<file path="config.mk">
export PLATFORM = sky130hd
export DESIGN_NAME = ctrl_decode_stage
export DESIGN_NICKNAME = d
export VERILOG_FILES = /design/src/rtl/ctrl_pkg.sv /design/src/rtl/ctrl_decode_comb.sv /design/src/rtl/ctrl_decode_stage.sv
export SDC_FILE = /design/constraint.sdc
export NUM_CORES = 1
export LEC_CHECK = 0
export CAP_MARGIN = 30
export CORE_MARGIN = 2
export CORE_UTILIZATION = 35
export CTS_BUF_LIST = sky130_fd_sc_hd__clkbuf_8
export DETAILED_ROUTE_END_ITERATION = 8
export PLACE_DENSITY = 0.68
export SLEW_MARGIN = 20
export SYNTH_ARGS = -nofsm -noshare
export SYNTH_HDL_FRONTEND = slang
export SYNTH_SLANG_ARGS = --single-unit
</file>
<file path="constraint.sdc">
create_clock -name clk -period 2.1 [get_ports clk]
set_input_delay 0.525 -clock clk [delete_from_list [all_inputs] [get_ports clk]]
set_output_delay 0.525 -clock clk [all_outputs]
set_load 0.005 [all_outputs]
</file>
<file path="src/rtl/ctrl_pkg.sv">
// ctrl_pkg: shared opcodes, ALU constants, FSM states and control bundle for the decode stage
package ctrl_pkg;
  localparam logic [3:0] OP_LOAD   = 4'b0000;
  localparam logic [3:0] OP_STORE  = 4'b0001;
  localparam logic [3:0] OP_JUMP   = 4'b0010;
  localparam logic [3:0] OP_BRANCH = 4'b0100;
  localparam logic [3:0] OP_RTYPE  = 4'b1000;
  localparam logic [3:0] OP_IMM0   = 4'b1100;
  localparam logic [3:0] OP_IMM1   = 4'b1101;
  localparam logic [3:0] OP_IMM2   = 4'b1110;
  localparam logic [3:0] OP_IMM3   = 4'b1111;
  localparam logic [6:0] ALU_BRANCH = 7'b1000111;
  localparam logic [6:0] ALU_IMM_BASE = 7'b0000010;
  typedef enum logic [1:0] {IDLE, MEM_WAIT, FLUSH} ctrl_state_t;
  typedef struct packed {
    logic set_window;
    logic jump;
    logic mem_write;
    logic mem_read;
    logic immd_sel;
    logic mem_or_alu;
    logic to_write;
    logic illegal;
    logic mem_req;
  } ctrl_bundle_t;
  function automatic logic [6:0] imm_alu(input logic [1:0] sel);
    return ALU_IMM_BASE << sel;
  endfunction
endpackage

</file>
<file path="src/rtl/ctrl_decode_comb.sv">
// ctrl_decode_comb: combinational {opcode, func} to control bundle lookup
module ctrl_decode_comb
  import ctrl_pkg::*;
#(
  parameter int OP_W   = 4,
  parameter int FUNC_W = 8,
  parameter int ALU_W  = 7
) (
  input  logic [OP_W-1:0]   opcode,
  input  logic [FUNC_W-1:0] func,
  output ctrl_bundle_t      bundle,
  output logic [ALU_W-1:0]  alu_op
);
  // any nonzero bit above the 4 decoded bits makes the opcode illegal
  always_comb begin
    bundle = '0;
    alu_op = '0;
    if (|(opcode >> 4)) bundle.illegal = 1'b1;
    else
      case (opcode[3:0])
        OP_LOAD: begin
          bundle.mem_read = 1'b1;
          bundle.to_write = 1'b1;
          bundle.mem_or_alu = 1'b1;
          bundle.mem_req = 1'b1;
        end
        OP_STORE: begin
          bundle.mem_write = 1'b1;
          bundle.mem_req = 1'b1;
        end
        OP_JUMP: bundle.jump = 1'b1;
        OP_BRANCH: alu_op = ALU_W'(ALU_BRANCH);
        OP_RTYPE: begin
          alu_op = func[ALU_W-1:0];
          bundle.set_window = func[FUNC_W-1];
          bundle.to_write = func[FUNC_W-1 -: 2] == 2'b00;
        end
        OP_IMM0, OP_IMM1, OP_IMM2, OP_IMM3: begin
          bundle.immd_sel = 1'b1;
          bundle.to_write = 1'b1;
          alu_op = ALU_W'(imm_alu(opcode[1:0]));
        end
        default: bundle.illegal = 1'b1;
      endcase
  end
endmodule

</file>
<file path="src/rtl/ctrl_decode_stage.sv">
// ctrl_decode_stage: registered decode stage with handshakes, memory wait and post-jump squash
module ctrl_decode_stage
  import ctrl_pkg::*;
#(
  parameter int OP_W         = 4,
  parameter int FUNC_W       = 8,
  parameter int ALU_W        = 7,
  parameter int FLUSH_CYCLES = 1
) (
  input  logic              clk,
  input  logic              rst,
  input  logic              in_valid,
  output logic              in_ready,
  input  logic [OP_W-1:0]   opcode,
  input  logic [FUNC_W-1:0] func,
  output logic              out_valid,
  input  logic              out_ready,
  output logic              setWindow,
  output logic              jump,
  output logic              mem_write,
  output logic              mem_read,
  output logic              immdSel,
  output logic              memOrALU,
  output logic              toWrite,
  output logic              illegal,
  output logic [ALU_W-1:0]  ALUop,
  output logic              mem_req,
  input  logic              mem_done
);
  ctrl_state_t state, state_n;
  ctrl_bundle_t dec, bq;
  logic [ALU_W-1:0] dec_alu, alu_q;
  logic [2:0] flush_cnt;
  logic valid_q, done_seen, accept, retire, v;
  ctrl_decode_comb #(.OP_W(OP_W), .FUNC_W(FUNC_W), .ALU_W(ALU_W)) u_dec (
    .opcode(opcode),
    .func(func),
    .bundle(dec),
    .alu_op(dec_alu)
  );
  // handshakes and next state; a latched mem_done counts as done for retirement
  always_comb begin
    in_ready = !rst && (state == IDLE ? (!valid_q || out_ready) : state == FLUSH);
    accept = in_valid && in_ready;
    retire = state == MEM_WAIT && (mem_done || done_seen) && out_ready;
    state_n = state;
    case (state)
      IDLE: state_n = !accept ? IDLE : dec.mem_req ? MEM_WAIT : (dec.jump && FLUSH_CYCLES > 0) ? FLUSH : IDLE;
      MEM_WAIT: state_n = retire ? IDLE : MEM_WAIT;
      FLUSH: state_n = (accept && flush_cnt == 3'd1) ? IDLE : FLUSH;
      default: state_n = IDLE;
    endcase
  end
  // state register
  always_ff @(posedge clk) begin
    if (rst) state <= IDLE;
    else state <= state_n;
  end
  // output register, squash counter and latched mem_done
  always_ff @(posedge clk) begin
    if (rst) begin
      valid_q <= 1'b0;
      bq <= '0;
      alu_q <= '0;
      flush_cnt <= 3'd0;
      done_seen <= 1'b0;
    end else begin
      if (state == IDLE && accept) begin
        valid_q <= 1'b1;
        bq <= dec;
        alu_q <= dec_alu;
      end else if (state == MEM_WAIT ? retire : out_ready) valid_q <= 1'b0;
      if (state == IDLE && accept && dec.jump) flush_cnt <= 3'(FLUSH_CYCLES);
      else if (state == FLUSH && accept) flush_cnt <= flush_cnt - 3'd1;
      done_seen <= state == MEM_WAIT && !retire && (done_seen || mem_done);
    end
  end
  // outputs read as zero whenever no bundle is shown or reset is held
  always_comb begin
    v = valid_q && !rst;
    out_valid = v;
    setWindow = v && bq.set_window;
    jump = v && bq.jump;
    mem_write = v && bq.mem_write;
    mem_read = v && bq.mem_read;
    immdSel = v && bq.immd_sel;
    memOrALU = v && bq.mem_or_alu;
    toWrite = v && bq.to_write;
    illegal = v && bq.illegal;
    mem_req = v && bq.mem_req;
    ALUop = v ? alu_q : '0;
  end
endmodule

</file>
==> results by group <==
Timing
  • Relative slew margins: 74.4%
  • Final Worst Setup Slack: 0.102 ns
  • Unrepaired setup endpoints after global routing: no
  • Clk_skew: 0.00850 ns
  • Total negative slack: 0 ns
  • Number of max-slew violations in the final report: 0
  • Post-Route Hold Slack: 0.451 ns
  • Period minus WS final: 2.00 ns
  • Max Clk Rate: 0.501 GHz
  • Final worst-path cycle share: 95.1%
  • Number of hold violations in the final report: 0
  • Total of endpoints with negative setup slack in the final report: 0
  • Least-Margin Pin Slew: 0.382 ns

Synthesis
  • Post-synthesis cell type count: 34
  • Post-synthesis sequential area ratio: 38.5%
  • Synth warnings: 0
  • Commonest register cell after synthesis: dfxtp_1
  • Asr flop ratio synth: 0%
  • Average instance area after synthesis: 7.94 um2
  • Count of flip-flops with a built-in enable after synthesis: 0
  • Gate Count Post-Synth: 144
  • Fraction of post-synthesis cell area in the top cell type by area: 38.5%
  • Syn nets: 163
  • Cell types with the largest area share after synthesis: dfxtp_1 (39%), and2_1 (8.2%), a21oi_1 (7.4%)
  • Post-synthesis register bit count: 22
  • Largest area contributor in the synthesized netlist: dfxtp_1
  • Post-Synthesis Cell Area: 1140 um2

Floorplan
  • Horizontal extent of the die: 61.2 um
  • Initial standard-cell utilization of the core: 37.2%
  • Full die area: 3740 um2
  • Row Count: 20
  • Chip Height: 61.2 um
  • Area inside the core boundary: 3080 um2
  • Count of pins on the block boundary: 35

Place
  • Placer's final routability congestion estimate: 0.954
  • Final HPWL from detailed placement: 2.08 mm
  • Place WS: -0.369 ns
  • Area of placed instances: 1590 um2
  • Number of buffers inserted by port buffering: 34

Drt
  • Detail-routed via count per cell: 4.91
  • Routed wirelength normalized by instance count: 12.2 um
  • Routed Wire Length: 2.87 mm
  • Detailed-route via count: 1158
  • Pre-antenna DRT Iters: 4
  • Remaining routing DRC violations: 0
  • Antenna viol nets, final: 0
  • DR iter-0 viols: 34

Run
  • Number of violations of the max-capacitance limit: 0

Critical path
  • Crit-path slowest cell: dlygate4sd2_1
  • Cells along the critical path: clkdlybuf4s15_2 > nor2b_4 > buf_4 > buf_6 > and2_1 > dlygate4sd2_1
  • Worst setup EP type: output pin
  • Required time of the critical path: 1.57 ns
  • Max stage delay on crit path: 0.23 ns
  • Max Fanout on Critical Path: 6
  • Dominant delay contributor by cell family on the critical path: buffers and inverters
  • Data arrival time of the critical path: 1.47 ns
  • Worst setup SP type: input port
  • Critical path start-end classification: input port to output pin
  • Number of buffer and inverter stages on the critical path: 4

Cells and area
  • Summed area of non-filler cells in the final layout: 1690 um2
  • Total Nets Final: 212
  • Diode insertion count for antenna repair: 0
  • Highest-count cells in the layout ignoring fill and taps: dfxtp_1 (22), nand2_1 (18), buf_4 (18), a21oi_1 (16), and2_1 (15)
  • Commonest non-fill, non-tap cell in the layout: dfxtp_1
  • Share of final-layout standard cells stronger than drive strength 1: 18.2%
  • Area Overhead vs Synth: 47.8%

Power
  • Power Total: 0.887 mW
  • Leak Pwr: 0.749 nW
  • Power density of the placed cells: 525 nW/um2
  • Worst VDD drop: 257 uV

Clock tree
  • CTS max path bufs: 2
  • CTS Hold Bufs: 0
  • Clk pin slew, worst setup/hold paths: 0.08 ns
  • TritonCTS clock tree: yes
  • Clock sinks: 22
  • Worst-Skew Late Latency: 0.27 ns
  • CTS buffer count: 3
  • Maximum level of the CTS H-tree: 1
  • Clock root buffer master: clkbuf_8

GRT
  • Grt total ovfl: 0
  • Wire length of the first global-routing pass: 4.95 mm
  • Initial antenna violation count: 0
  • Maximum number of pins on one net before global-route repair: 18
  • GRT Resource Usage Total: 17.5%
  • Via count of the first global-routing pass: 1116

Min path
  • HP Class: flip-flop to flip-flop

Status
  • Run status: complete, no violations
==> stage by stage <==
step                utilization (%)  std cells
floorplan                         -        144
global placement               51.7        225
detailed placement             51.7        225
CTS                            54.9        235
global route                   54.9        236
finish                         54.9        236
==> worst min-delay path, stage by stage (launching register included) <==
cell,delay (ns)
dfxtp_1,0.31
nand2_1,0.05
a21oi_1,0.05
==> final timing paths <==
path | startpoint | endpoint | slack, ns | cells past startpoint
setup / recovery | rst | jump | 0.10 | 6
hold / removal | bq[3] | bq[3] | 0.45 | 2
setup reg to reg | state[0] | alu_q[3] | 0.39 | 4
hold reg to reg | bq[3] | bq[3] | 0.45 | 2
==> area by class of cell <==
| cell class | count | area [um2] |
|---|---|---|
| fill | 300 | 1390 |
| multi-input combinational | 107 | 649 |
| timing repair buffer | 55 | 475 |
| sequential | 22 | 440 |
| clock buffer | 4 | 55.1 |
| tap | 44 | 55.1 |
| inverter | 4 | 15.0 |
==> where the power goes <==
part | internal, mW | switching, mW | leakage (nW)
clock network | 0.167 | 0.136 | 0.0288
logic | 0.0837 | 0.0678 | 0.542
registers | 0.427 | 0.00592 | 0.178
total | 0.677 | 0.210 | 0.749
==> state kept, by name, summed over array words and instances (netlist names) <==
name	cells
bq	8
flush_cnt	3
alu_q	7
valid_q	1
done_seen	1
state	2
==> kinds of logic (layout without fill, tap and decap cells) <==
| kind of cell | count (synthesis) | in the layout | share of synthesized area, % |
|---|---|---|---|
| xor gates and xnor gates | 2 | 2 | 1.53 |
| buffers and inverters | 15 | 63 | 6.02 |
| AOI/OAI and AO/OA | 35 | 35 | 18.7 |
| adders and majority gates | 2 | 2 | 2.19 |
| DFF | 22 | 22 | 38.5 |
| and+or+nand+nor | 68 | 68 | 33.0 |
==> synth_stat cells, types with 2 or more instances <==
| cell type | count |
|---|---|
| clkbuf_1 | 8 |
| a21oi_1 | 17 |
| ha_1 | 2 |
| and2_1 | 15 |
| a211o_1 | 2 |
| o21ai_0 | 5 |
| nand2_1 | 18 |
| nand3b_1 | 3 |
| nor2_1 | 6 |
| a211oi_1 | 2 |
| dfxtp_1 | 22 |
| a21o_1 | 5 |
| nand3_1 | 10 |
| inv_1 | 4 |
| nor2b_1 | 4 |
| nor3_1 | 3 |
==> repair_timing <==
action	CTS	global route
pin swaps	1	2
gates resized for setup	29	9
gates cloned	1	0
buffers inserted	5	1
endpoints found under the setup margin	20	8
==> routing by layer <==
metal | global-route usage [%] | vias to the layer above | wire, um | share of wire (%)
met1 | 24.4 | 533 | 1410 | 49
met5 | 0 | - | 0 | 0
li1 | - | 594 | - | -
met4 | 4.66 | 0 | 17 | 0.59
met2 | 27.1 | 29 | 1320 | 46
met3 | 4.20 | 2 | 127 | 4.4
Power figures use the tool's default switching activity.
